$ cat src/rtl/demux_saida_reg.sv
// Registered 1-to-3 demultiplexer with valid/ready handshake and a one-entry output register per destination.
// Optional per-destination transfer counters are enabled by defining DEMUX_CONTADORES_EN.
module demux_saida_reg #(
  parameter int LARGURA = 8
) (
  input  logic               Clock,
  input  logic               Reset_n,
  input  logic [LARGURA-1:0] Dado,
  input  logic [1:0]         Sinal,
  input  logic               Valido,
  output logic               Pronto,
  output logic [LARGURA-1:0] Saida0,
  output logic [LARGURA-1:0] Saida1,
  output logic [LARGURA-1:0] Saida2,
  output logic               Valido0,
  output logic               Valido1,
  output logic               Valido2,
  input  logic               Pronto0,
  input  logic               Pronto1,
  input  logic               Pronto2,
  output logic               Erro
`ifdef DEMUX_CONTADORES_EN
  ,
  output logic [7:0]         Contagem0,
  output logic [7:0]         Contagem1,
  output logic [7:0]         Contagem2
`endif
);

  logic [LARGURA-1:0] saida_reg [3];
  logic [2:0]         valido_reg;
  logic [2:0]         pronto_dest;
  logic [2:0]         escrita;
  logic [2:0]         dreno;
  logic [3:0]         sel_onehot;
  logic               aceite;
  logic               erro_reg;

  assign pronto_dest = {Pronto2, Pronto1, Pronto0};
  assign sel_onehot  = 4'b0001 << Sinal;

  // A full slot can still take new data in the same cycle its consumer drains it.
  always_comb begin
    Pronto = 1'b1;
    case (Sinal)
      2'd0:    Pronto = ~valido_reg[0] | pronto_dest[0];
      2'd1:    Pronto = ~valido_reg[1] | pronto_dest[1];
      2'd2:    Pronto = ~valido_reg[2] | pronto_dest[2];
      default: Pronto = 1'b1;
    endcase
  end

  assign aceite = Valido & Pronto;

  genvar gi;
  generate
    for (gi = 0; gi < 3; gi++) begin : g_dest
      assign escrita[gi] = aceite & sel_onehot[gi];
      assign dreno[gi]   = valido_reg[gi] & pronto_dest[gi];

      always_ff @(posedge Clock) begin
        if (!Reset_n) begin
          saida_reg[gi]  <= '0;
          valido_reg[gi] <= 1'b0;
        end else if (escrita[gi]) begin
          saida_reg[gi]  <= Dado;
          valido_reg[gi] <= 1'b1;
        end else if (dreno[gi]) begin
          valido_reg[gi] <= 1'b0;
        end
      end
    end
  endgenerate

  // Invalid destination: the beat is consumed and dropped, flagged for one cycle.
  always_ff @(posedge Clock) begin
    if (!Reset_n) erro_reg <= 1'b0;
    else          erro_reg <= aceite & sel_onehot[3];
  end

  assign Saida0  = saida_reg[0];
  assign Saida1  = saida_reg[1];
  assign Saida2  = saida_reg[2];
  assign Valido0 = valido_reg[0];
  assign Valido1 = valido_reg[1];
  assign Valido2 = valido_reg[2];
  assign Erro    = erro_reg;

`ifdef DEMUX_CONTADORES_EN
  logic [7:0] contagem_reg [3];

  generate
    for (gi = 0; gi < 3; gi++) begin : g_cont
      always_ff @(posedge Clock) begin
        if (!Reset_n)       contagem_reg[gi] <= 8'd0;
        else if (dreno[gi]) contagem_reg[gi] <= contagem_reg[gi] + 8'd1;
      end
    end
  endgenerate

  assign Contagem0 = contagem_reg[0];
  assign Contagem1 = contagem_reg[1];
  assign Contagem2 = contagem_reg[2];
`endif

endmodule
$ cat config.mk
export PLATFORM = sky130hd
export DESIGN_NAME = demux_saida_reg
export DESIGN_NICKNAME = d
export VERILOG_FILES = /design/src/rtl/demux_saida_reg.sv
export SDC_FILE = /design/constraint.sdc
export NUM_CORES = 1
export LEC_CHECK = 0
export ABC_CLOCK_PERIOD_IN_PS = 4900
export CAP_MARGIN = 20
export CORE_ASPECT_RATIO = 1.1
export CORE_MARGIN = 2
export CORE_UTILIZATION = 49
export CTS_BUF_LIST = sky130_fd_sc_hd__clkbuf_4 sky130_fd_sc_hd__clkbuf_8 sky130_fd_sc_hd__clkbuf_16
export DETAILED_ROUTE_END_ITERATION = 10
export GPL_ROUTABILITY_DRIVEN = 0
export GPL_TIMING_DRIVEN = 0
export MAX_ROUTING_LAYER = met4
export PLACE_DENSITY = 0.84
export RECOVER_POWER = 50
export SLEW_MARGIN = 20
export SYNTH_ARGS = -nofsm -noshare
export SYNTH_HDL_FRONTEND = slang
export SYNTH_SLANG_ARGS = --single-unit
$ cat constraint.sdc
create_clock -name Clock -period 4.9 [get_ports Clock]
set_input_delay 0.98 -clock Clock [delete_from_list [all_inputs] [get_ports Clock]]
set_output_delay 0.98 -clock Clock [all_outputs]
set_load 0.1 [all_outputs]
* After elaboration in Yosys (flattened, before gate mapping)
Memories as Yosys holds them, arrays and structs flattened.
Cells that the tools add are included.
** Word-level totals
- Bits of input ports :: 16
- Output and inout bits :: 29
- Memory bits (writable) :: 24
- Bits in latches :: 0
- Logic and storage cells :: 49
- Memories :: 1
- Register bits after elaboration :: 4
- ROM bits :: 0
** Cells by class
- Multiply operators :: 0
- Bitwise gates (word level) :: 17
- Add/subtract/negate cells :: 0
- Reduce and logical (&&, ||, !) cells :: 4
- Multiplexer cells :: 20
- Equality and inequality tests :: 2
- Divide/modulo/power cells :: 0
- $lt $le $gt $ge :: 0
- Shifts and indexed selects :: 1
** Memories
- saida_reg :: words 3, width 8, read ports 3, clocked after Yosys merged registers in 0, write ports 3, line 30 : logic [LARGURA-1:0] saida_reg [3];
** Operators by type and width (count)
- two-way mux 8 bit :: 3
- two-way mux 1 bit :: 16
- AND 1 bit :: 8
- bitwise OR 1 bit :: 6
- nonzero test 2 bit :: 3
- left shift 1 x 2 -> 4 bit, first input constant :: 1
- NOT 1 bit :: 3
- one-hot mux 1 bit (3 select lines) :: 1
- equality test 2 x 1 -> 1 bit, second input constant :: 1
- equality test 2 bit, second input constant :: 1
- zero test 2 bit :: 1

* Depth between registers and ports, before layout
- Word-level depth :: 9
- Mapped depth :: 4
- Depth with buffers taken out :: 2

* Least setup slack after synthesis
OpenSTA, ideal clock, no wires.
- Path kind :: input to output
- Start :: in Pronto0
- End :: out Pronto
- Buffers on the path :: 1
- Arrival :: 3.421 ns
- Data required time :: 3.920 ns
- Cell stages on the path :: 3
- Slack :: 0.499 ns
- Cells stage by stage :: nor2b_1 > buf_2 > a211oi_1
** On the way
- Word-level cells in the longest chain between the ends :: 2
** RTL lines
- from (decl) :: line 18 : input logic Pronto0,
- bitwise OR 1 bit :: line 46 : 2'd0: Pronto = ~valido_reg[0] | pronto_dest[0];
- one-hot mux 1 bit (3 select lines) :: line 45 : case (Sinal)
- to (decl) :: line 11 : output logic Pronto,
No other way between the ends.

* Worst setup path in the final report
- Start :: in Sinal[1]
- End :: out Pronto
** On the way
- Word-level cells in the longest chain between the ends :: 2
- Elaborated cells on any way between the ends :: 4
- Those cells by class :: eq/ne (2); mux (1); reduce/logical (1)
** RTL lines
- from (decl) :: line 9 : input logic [1:0] Sinal,
- equality test 2 bit, or another cell as far along :: line 45
- one-hot mux 1 bit (3 select lines) (*) :: line 45
Mark *: on every way between the ends. The rest lies on a longest branch, timed or not.

==> flow_metrics.tcl <==
set metrics [dict create \
    die_h_um 59.8 \
    dr.pass1.iters 4 \
    synth_edf_count 24 \
    cp-start-kind "primary input" \
    synth_seq_area_share_pct 57.8 \
    yosysWarnings 0 \
    setup_ws_ns 0.670 \
    routed_wl_um 2800 \
    critical_path_class "in -> out" \
    layoutNonFillerInstCount 164 \
    postSynth.asyncResetShare_pct 0 \
    grt_first_pass_wirelength_um 4450 \
    synth.top_cells.by_area "edfxtp_1 (52%), nor4b_2 (26%), dfxtp_1 (5.8%), o31ai_1 (2.7%), buf_2 (1.8%)" \
    core_um2 2730 \
    vias_per_cell 5.56 \
    use_met2_pct 32.1 \
    multi_input_area_um2 383 \
    initial_core_util_pct 50.8 \
    reg2reg_depth 3 \
    htree_levels 1 \
    hold_start "Valido0" \
    layout.area.seq_um2 801 \
    pwr-share-comb_pct 27.6 \
    fp.dieArea_um2 3270 \
    numCtsBuffers 3 \
    antenna_found_initial 0 \
    yosysTopAreaCellShare_pct 52.0 \
    largest_reg_flops 24 \
    ctsResizeCount 0 \
    vias 912 \
    r2r_start "Valido0" \
    clk_path_buf_depth 2 \
    fp.dieW_um 54.7 \
    fin_crit_ns 4.23 \
    p_per_area_nw_per_um2 293 \
    drive_gt1_share_pct 9.92 \
    ios 45 \
    area_growth_pct 24.6 \
    power.share.switching_pct 34.0 \
    ant_nets 0 \
    pre_cts_ws_ns 0.778 \
    synth_area_leader_cell "edfxtp_1" \
    use_met1_pct 26.0 \
    grt_pass1_vias 919 \
    grtUsageTotal_pct 20.2 \
    status "complete, no violations" \
    tns_ns 0 \
    dp_hpwl_um 2060 \
    rsz0062_at_grt "false" \
    total_leakage_power_uw 0.000568 \
    synth_cell_types 19 \
    drt_iter0_drc 26 \
    switchingPower_uw 172 \
    slew_headroom_pct 23.3 \
    fmax_mhz 236 \
    ys_ff_latch 28 \
    cp.required_ns 3.92 \
    pwr-share-seq_pct 53.8 \
    cp-startpoint "Sinal[1]" \
    post-cts-setup-buffers 0 \
    synth.net_count 100 \
    port_buffers 43 \
    cts-root-buf "clkbuf_4" \
    hold_path_class "reg -> reg" \
    clk_latency_ns 0.32 \
    drv_cap 0 \
    final_util_pct 63.3 \
    cp_max_fo 7 \
    post_synth_instance_area_um2 1390 \
    dp.cells 160 \
    cts_tree "yes" \
    cts_sinks 28 \
    grt-busiest-layer "met2" \
    n_antenna_cell 0 \
    worst_clock_skew_ns 0.00403 \
    final_nets 148 \
    grt_max_degree 16 \
    p_clk_share_pct 18.7 \
    grt-ovfl-total 0 \
    finalMaxSlewViolations 0 \
    wl_per_cell_um 17.1 \
    period_share_pct 86.3 \
    fill_cells 227 \
    rows 20 \
    synth_common_cells "edfxtp_1 (24), nor4b_2 (24), buf_2 (5), o31ai_1 (5), dfxtp_1 (4)" \
    crit_path_end_kind "output pin" \
    clk_pin_slew_ns 0.14 \
    hold_violations 0 \
    worst_pin_slew_ns 1.14 \
    power_uw 507 \
    peakVddDrop_mv 0.140 \
    syn_area_per_cell_um2 16.5 \
    finalSetupViolCount 0 \
    cp.arrival_ns 3.25 \
    grtUsageMet3_pct 2.25 \
    synthesis.instances 84 \
    drc 0 \
    p_int_uw 335 \
    synthFlopType "edfxtp_1" \
    holdPathStages 2 \
    holdBufCountCts 0 \
]
## through the flow
stage | instance area (um2) | hold WS, ns
2_1_floorplan | 1390 | 0.964
3_3_place_gp | 1860 | 0.500
3_5_place_dp | 1860 | 0.513
4_1_cts | 1880 | 0.538
5_1_grt | 1730 | 0.556
6_report | 1730 | 0.541
## logic make-up (layout without fill, tap and decap cells)
group | Yosys count | count (layout) | share of synthesized area, %
compound gates | 7 | 7 | 4.15
buf+inv | 10 | 57 | 4.51
flops | 28 | 28 | 57.8
simple gates | 39 | 39 | 33.6
## worst max-delay path, stage by stage
cell and delay, ns:
dlygate4sd3_1 0.64, and4bb_2 0.26, a211oi_1 0.20, clkdlybuf4s50_1 1.17
## path summary, 6_finish.rpt
check | endpoint | slack [ns]
max | Pronto | 0.67
min | Valido0 | 0.54
max reg2reg | saida_reg[0][5] | 2.90
min reg2reg | Valido0 | 0.54
## cells in the final DEF (no fill, tap or decap), types with 3 or more instances in the layout
cell,Yosys,routed
buf_2,5,4
clkbuf_1,0,4
clkbuf_4,0,3
clkdlybuf4s50_1,0,41
dfxtp_1,4,4
edfxtp_1,24,24
nand3b_1,3,3
nor2b_1,3,3
nor4b_1,0,22
o31ai_1,5,4
## layer usage
metal	up-vias	share of wire (%)	wire length, um
li1	433	-	-
met1	440	43	1200
met2	34	50	1410
met3	5	4.9	136
met4	0	1.8	49
met5	-	0	0
## power groups by stage
| stage | Combinational [uW] | Clock (uW) | Sequential (uW) |
|---|---|---|---|
| after CTS | 148 | 96.7 | 273 |
| final | 140 | 94.6 | 273 |
| after floorplan | 31.5 | 0 | 354 |
| after global placement | 146 | 0 | 278 |
| after detailed placement | 148 | 0 | 278 |
| after global routing | 145 | 109 | 274 |
## layout make-up
class | instances | share of cell area [%]
Sequential cell | 28 | 46.3
Timing Repair Buffer | 43 | 24.9
Multi-Input combinational cell | 46 | 22.2
Buffer | 9 | 2.46
Tap cell | 33 | 2.39
Clock buffer | 3 | 1.30
Clock inverter | 1 | 0.217
Inverter | 1 | 0.217
Power figures use the tool's default switching activity.
